<file path="config.mk">
export PLATFORM = sky130hd
export DESIGN_NAME = alu_arbiter
export DESIGN_NICKNAME = d
export VERILOG_FILES = /design/src/rtl/alu_arbiter.sv
export SDC_FILE = /design/constraint.sdc
export NUM_CORES = 1
export LEC_CHECK = 0
export BUFFER_PORTS_ARGS = -buffer_cell sky130_fd_sc_hd__buf_2
export CAP_MARGIN = 25
export CORE_AREA = 5 5 105 107
export CTS_BUF_LIST = sky130_fd_sc_hd__clkbuf_16
export DETAILED_ROUTE_END_ITERATION = 10
export DIE_AREA = 0 0 110 112
export GPL_TIMING_DRIVEN = 0
export PLACE_DENSITY = 0.63
export SLEW_MARGIN = 10
export SYNTH_ARGS = -nofsm -noshare
export SYNTH_HDL_FRONTEND = slang
export SYNTH_SLANG_ARGS = --single-unit
</file>
<file path="constraint.sdc">
create_clock -name clk -period 4.4 [get_ports clk]
set_clock_uncertainty 0.1 [all_clocks]
set_input_delay 0.44 -clock clk [delete_from_list [all_inputs] [get_ports clk]]
set_output_delay 0.44 -clock clk [all_outputs]
set_load 0.005 [all_outputs]
</file>
<file path="src/rtl/alu_arbiter.sv">
// ---------------------------------------------------------------------------
// alu_arbiter
//   Shares one external combinational ALU between two requester ports.
//   A granted request is computed by the ALU in the grant cycle and the
//   result is registered and presented to the owning port until it is
//   accepted. A new request may be granted in the same cycle the current
//   owner accepts its response, giving one result per cycle when streaming.
//
//   Configuration macro: ALU_ARB_FIXED_PRIO_EN
//     undefined : round-robin tie break (last_grant register, port 0 first)
//     defined   : fixed priority, port 0 always wins ties
//
// Ports
//   clk, rst_n                       clock, async active-low reset
//   req_valid_i[1:0] / req_ready_o    per-port request handshake
//   req{0,1}_a_i, _b_i, _op_i         per-port operands and opcode
//   resp_valid_o[1:0] / resp_ready_i  per-port response handshake
//   resp_data_o, resp_zero_o          registered ALU result / zero flag
//   alu_a_o, alu_b_o, alu_op_o        operands to the external ALU
//   alu_result_i, alu_zero_i          combinational ALU outputs
// ---------------------------------------------------------------------------
module alu_arbiter #(
  parameter int DATA_W = 32,
  parameter int OP_W   = 4
) (
  input  logic              clk,
  input  logic              rst_n,
  input  logic [1:0]        req_valid_i,
  output logic [1:0]        req_ready_o,
  input  logic [DATA_W-1:0] req0_a_i,
  input  logic [DATA_W-1:0] req0_b_i,
  input  logic [OP_W-1:0]   req0_op_i,
  input  logic [DATA_W-1:0] req1_a_i,
  input  logic [DATA_W-1:0] req1_b_i,
  input  logic [OP_W-1:0]   req1_op_i,
  output logic [1:0]        resp_valid_o,
  input  logic [1:0]        resp_ready_i,
  output logic [DATA_W-1:0] resp_data_o,
  output logic              resp_zero_o,
  output logic [DATA_W-1:0] alu_a_o,
  output logic [DATA_W-1:0] alu_b_o,
  output logic [OP_W-1:0]   alu_op_o,
  input  logic [DATA_W-1:0] alu_result_i,
  input  logic              alu_zero_i
);

  // state | meaning
  // IDLE  | no response held
  // RESP  | one response held for port owner_q
  typedef enum logic {
    IDLE = 1'b0,
    RESP = 1'b1
  } state_e;

  state_e              state_q, state_d;
  logic                owner_q, owner_d;
  logic [DATA_W-1:0]   resp_data_q, resp_data_d;
  logic                resp_zero_q, resp_zero_d;

  logic                grantable;
  logic                grant;
  logic                winner;
  logic                sel;
  logic                tie_pick;
  logic                idle_sel;

`ifdef ALU_ARB_FIXED_PRIO_EN
  assign tie_pick = 1'b0;
  assign idle_sel = 1'b0;
`else
  logic last_grant_q, last_grant_d;

  assign tie_pick = ~last_grant_q;
  assign idle_sel = last_grant_q;
`endif

  // Gating with rst_n keeps req_ready low for the whole reset window,
  // not just after the first edge.
  always_comb begin
    grantable = rst_n && ((state_q == IDLE) || resp_ready_i[owner_q]);
    // With a single requester, req_valid_i[1] alone names the winner.
    winner    = (req_valid_i == 2'b11) ? tie_pick : req_valid_i[1];
    grant     = grantable && (req_valid_i != 2'b00);
    sel       = grant ? winner : idle_sel;
  end

  always_comb begin
    if (sel) begin
      alu_a_o  = req1_a_i;
      alu_b_o  = req1_b_i;
      alu_op_o = req1_op_i;
    end else begin
      alu_a_o  = req0_a_i;
      alu_b_o  = req0_b_i;
      alu_op_o = req0_op_i;
    end
  end

  always_comb begin
    req_ready_o  = 2'b00;
    resp_valid_o = 2'b00;
    if (grant) begin
      req_ready_o = winner ? 2'b10 : 2'b01;
    end
    if (state_q == RESP) begin
      resp_valid_o = owner_q ? 2'b10 : 2'b01;
    end
  end

  always_comb begin
    state_d     = state_q;
    owner_d     = owner_q;
    resp_data_d = resp_data_q;
    resp_zero_d = resp_zero_q;
`ifndef ALU_ARB_FIXED_PRIO_EN
    last_grant_d = last_grant_q;
`endif
    if (grant) begin
      state_d     = RESP;
      owner_d     = winner;
      resp_data_d = alu_result_i;
      resp_zero_d = alu_zero_i;
`ifndef ALU_ARB_FIXED_PRIO_EN
      last_grant_d = winner;
`endif
    end else if ((state_q == RESP) && resp_ready_i[owner_q]) begin
      state_d = IDLE;
    end
  end

  always_ff @(posedge clk or negedge rst_n) begin
    if (!rst_n) begin
      state_q     <= IDLE;
      owner_q     <= 1'b0;
      resp_data_q <= '0;
      resp_zero_q <= 1'b0;
`ifndef ALU_ARB_FIXED_PRIO_EN
      last_grant_q <= 1'b1;
`endif
    end else begin
      state_q     <= state_d;
      owner_q     <= owner_d;
      resp_data_q <= resp_data_d;
      resp_zero_q <= resp_zero_d;
`ifndef ALU_ARB_FIXED_PRIO_EN
      last_grant_q <= last_grant_d;
`endif
    end
  end

  assign resp_data_o = resp_data_q;
  assign resp_zero_o = resp_zero_q;

endmodule
</file>
# Word level (Yosys, flattened, before mapping)
# Index checks and enable logic that the tools add are counted.
dict set report op_classes {
  magnitude_cmp 1
  eq_ne 1
  mux 13
  n_bitwise 2
  n_reduce_logical 6
}
# operator n
set ops {}
lappend ops {{2-to-1 mux 32 bit} 2}
lappend ops {{2-to-1 mux 2 bit} 4}
lappend ops {{2-to-1 mux 1 bit} 6}
lappend ops {{2-to-1 mux 4 bit} 1}
lappend ops {{nonzero test 2 bit} 2}
lappend ops {{logical AND 1 bit} 3}
lappend ops {{equality test 2 bit, second input constant} 1}
lappend ops {{less-than comparator 1 x 2 -> 1 bit, second input constant} 1}
lappend ops {{NOT 1 bit} 2}
lappend ops {{logical OR 1 bit} 1}
dict set report word_totals {
  regBits 36
  inputBits 175
  out_inout_bits 105
  elab_cells 28
}

# Depth between registers and ports, before layout
dict set report depth {
  depth_word 7
  mapped_depth 7
  mapped_depth_nobuf 4
}

# Least setup slack after synthesis
# OpenSTA, ideal clock, no wires.
dict set report synth_timing {
  path_kind {register to output}
  start {register owner_q}
  end {output port alu_a_o[21]}
  arrival_time_ps 1737
  t_required_ps 3860
  setup_slack_ps 2123
  stages_incl_launch_ff 8
  path_buffers 3
  path_cell_list {dfrtp_1 mux2i_1 a21o_1 buf_2 a21oi_4 buf_6 buf_6 mux2_1}
}
dict set report synth_between {
  elab_chain_cells 7
}
# element line
set synth_lines {}
lappend synth_lines {{start, declared} 56} ;# logic owner_q, owner_d;
lappend synth_lines {{start signal, assigned} 142} ;# owner_q <= owner_d;
lappend synth_lines {{2-to-1 mux 1 bit (not written as such) (2 in a row)} 80} ;# grantable = rst_n && ((state_q == IDLE) || resp_ready_i[owner_q]);
lappend synth_lines {{logical OR 1 bit} 80}
lappend synth_lines {{logical AND 1 bit} 80}
lappend synth_lines {{logical AND 1 bit} 83} ;# grant = grantable && (req_valid_i != 2'b00);
lappend synth_lines {{2-to-1 mux 1 bit} 84} ;# sel = grant ? winner : idle_sel;
lappend synth_lines {{2-to-1 mux 32 bit} 88} ;# if (sel) begin
lappend synth_lines {{end, declared} 40} ;# output logic [DATA_W-1:0] alu_a_o,
# Every way passes these cells. The select of a mux whose other input is x is not followed.

# Worst setup path after layout
dict set report layout_timing {
  start {input port rst_n}
  end {output port alu_b_o[7]}
}
dict set report layout_between {
  elab_chain_cells 4
}
# element line
set layout_lines {}
lappend layout_lines {{start, declared} 27} ;# input logic rst_n,
lappend layout_lines {{logical AND 1 bit} 80}
lappend layout_lines {{logical AND 1 bit} 83}
lappend layout_lines {{2-to-1 mux 1 bit} 84}
lappend layout_lines {{2-to-1 mux 32 bit} 88}
lappend layout_lines {{end, declared} 41} ;# output logic [DATA_W-1:0] alu_b_o,
# Every way passes these cells.

==> impl_metrics.py <==
metrics = {
    "clocking": {
        "cts.clk_slew.worst_paths_ns": 0.05,
        "htreeDepth": 2,
        "cts_hold_buf": 0,
        "cts_tree": "done",
        "root_buffer": "clkbuf_16",
        "cts_made_buffers": 5,
        "cts_setup_buffers": 0,
        "cts-resized-gates": 0,
        "clock_path_buffers": 2,
        "clock_sinks": 36,
        "clock_latency_ns": 0.27,
    },
    "timing": {
        "fin_tns_setup_ns": 0,
        "max_freq_mhz": 287.2,
        "timing.final.crit_period_ns": 3.482,
        "rsz0062_at_grt": "no",
        "maxSlewHeadroom_pct": 44.79,
        "fin_crit_sh_pct": 79.13,
        "drv_slew": 0,
        "hold_violations": 0,
        "setup_violations": 0,
        "tightest_slew_ns": 0.8281,
    },
    "worst_setup_path": {
        "crit_buf_inv": 4,
        "worstSetupStartpoint": "rst_n",
        "critical_path_class": "primary input to primary output",
        "timing.critical_path.mode_cell": "buf_2",
        "path_cells": "buf_2, o21ai_1, a21o_1, buf_2, a21oi_4, buf_2, mux2_2, buf_2",
        "cp_top_family": "buffers and inverters",
        "arrival_ns": 2.94,
        "worst_ep_required_time_ns": 3.86,
        "endpoint_kind": "primary output",
        "startpoint_type": "primary input",
        "crit_slowest_cell": "buf_2",
        "crit_fanout": 37,
        "critPathMaxStageDelay_ns": 0.63,
        "r2r_start": "owner_q",
    },
    "floorplan": {
        "row_count": 37,
        "core_area_mm2": 0.01005,
        "die_w_um": 110,
        "die_h_um": 112,
        "pin_count": 280,
        "start_util_pct": 22.38,
        "dieArea_mm2": 0.01232,
    },
    "synth": {
        "yosysSeqAreaShare_pct": 40.12,
        "syn_area_mm2": 0.002248,
        "synth_warnings": 0,
        "synth_fp_nets": 406,
        "syn_inst": 231,
        "ys_ff_latch": 36,
        "ys_types": 20,
        "avgSynthCellArea_um2": 9.733,
    },
    "routing": {
        "drt_iter0_drc": 138,
        "routed_via_density": 4.154,
        "ant_nets": 0,
        "vias": 2729,
        "post_drt_wl_per_cell_um": 16.11,
        "drc": 0,
        "wirelength_um": 10580,
        "firstDrtPassIters": 4,
    },
    "placement": {
        "finalWeightedCongestion": 0.9104,
        "numPortBuffers": 279,
        "place.detailed.hpwl_um": 9331,
    },
    "flow_run": {
        "drv_cap": 0,
    },
    "grt": {
        "first_global_vias": 2908,
        "grt_max_degree": 38,
        "grt_antenna_before_repair": 3,
        "grt_pass1_wl_um": 15660,
        "overflow": 0,
        "gr-usage-all-layers_pct": 16.41,
    },
    "cells_and_area": {
        "drive_gt1_share_pct": 70.46,
        "fin_nets": 692,
        "num-fill-cells": 1043,
        "syn_to_final_growth_pct": 76.18,
    },
    "power_and_ir_drop": {
        "powerDensity_mw_per_mm2": 358.6,
        "p_total_mw": 1.421,
        "vdd.ir_drop.worst_v": 0.0001835,
        "p_leak_nw": 2.317,
    },
    "outcome": {
        "outcome": "finished clean",
    },
    "worst_hold_path": {
        "min_path_type": "primary input to async pin",
    },
}
Yosys cell counts:
library cell	count	area [um2]
a211oi_2	1	12.51
nand2_1	101	379.1
clkbuf_1	3	11.26
mux2_4	8	120.1
nor2b_1	1	6.260
mux2_1	1	11.26
buf_1	3	11.26
dfstp_2	1	26.28
mux2_2	59	664.4
mux2i_1	1	10.01
o21ai_1	1	5.000
inv_1	1	3.750
and2_1	2	12.51
a21bo_2	1	10.01
a21oi_4	1	16.27
dfrtp_1	35	875.8
a21oi_1	1	5.000
buf_6	2	22.52
a21o_1	2	15.01
buf_2	6	30.03
cell families after synthesis:
group	count (synthesis)	share of synthesized area, %
AOI/OAI and AO/OA	7	2.838
buffers and inverters	15	3.506
DFF	36	40.12
muxes	69	35.84
and+or+nand+nor	104	17.70
routing by layer:
layer | vias up | GRT usage [%] | routed length (um)
met5 | - | 0 | 0
met4 | 0 | 4.572 | 93
met3 | 6 | 3.826 | 903
met2 | 139 | 27.14 | 5314
met1 | 1247 | 21.15 | 4272
li1 | 1337 | - | -
final timing paths:
kind	endpoint	slack, ns	cells after the start
min	resp_data_o[7]	0.17	1
max in group asynchronous	resp_data_o[19]	3.51	1
min reg2reg	resp_data_o[26]	0.37	2
min in group clk	resp_data_o[0]	0.26	3
max	alu_b_o[7]	0.92	8
max reg2reg	resp_data_o[11]	2.47	6
through the flow:
stage | setup WS, ns | instances | hold slack [ns] | utilization, % | instance area [um2]
final | 0.9185 | 657 | 0.1689 | 39.43 | 3961
after CTS | 0.8088 | 654 | 0.1923 | 39.36 | 3954
after global placement | 0.8920 | 646 | 0.3528 | 37.97 | 3815
after floorplan | 2.123 | 231 | 0.04441 | - | 2248
after detailed placement | 0.8135 | 646 | 0.3575 | 37.97 | 3815
after global routing | 0.6069 | 657 | 0.2372 | 39.43 | 3961
placed cells by master, fill, tap and decap left out:
master	n
clkbuf_16	5
a21oi_1	1
mux2_1	1
mux2_4	8
and2_1	2
mux2i_1	1
a21bo_2	1
diode_2	3
buf_6	2
nor2b_1	1
inv_1	1
mux2_2	59
a211oi_2	1
clkbuf_1	3
clkinv_1	1
a21o_1	2
buf_2	285
clkinv_2	2
dfstp_2	1
a21oi_4	1
o21ai_1	1
dfrtp_1	35
nand2_1	101
buf_1	3
flip-flops by register name, summed over array words and instances, names as in the netlist, named ones only:
register,flops
owner_q,1
resp_data_o,32
resp_zero_o,1
state_q,1
power by group:
group	internal, mW	total, mW	switching [mW]	leakage, nW
Sequential	0.406	0.447	0.0411	0.441
Combinational	0.358	0.643	0.286	1.80
Clock	0.205	0.330	0.125	0.0710
Total	0.969	1.42	0.452	2.32
final cells by class:
| type | count | area, um2 | area share, % |
|---|---|---|---|
| clock buffers | 5 | 125.1 | 3.159 |
| repair buffers | 279 | 1396 | 35.25 |
| well taps | 136 | 170.2 | 4.296 |
| plain buffers | 14 | 75.07 | 1.895 |
| flip-flops and latches | 36 | 902.1 | 22.77 |
| inverters | 1 | 3.754 | 0.09476 |
| clock inverters | 3 | 13.76 | 0.3474 |
| multi-input cells | 180 | 1267 | 32.00 |
| diodes | 3 | 7.507 | 0.1895 |
Note: power is estimated with default switching activity, not from simulation.
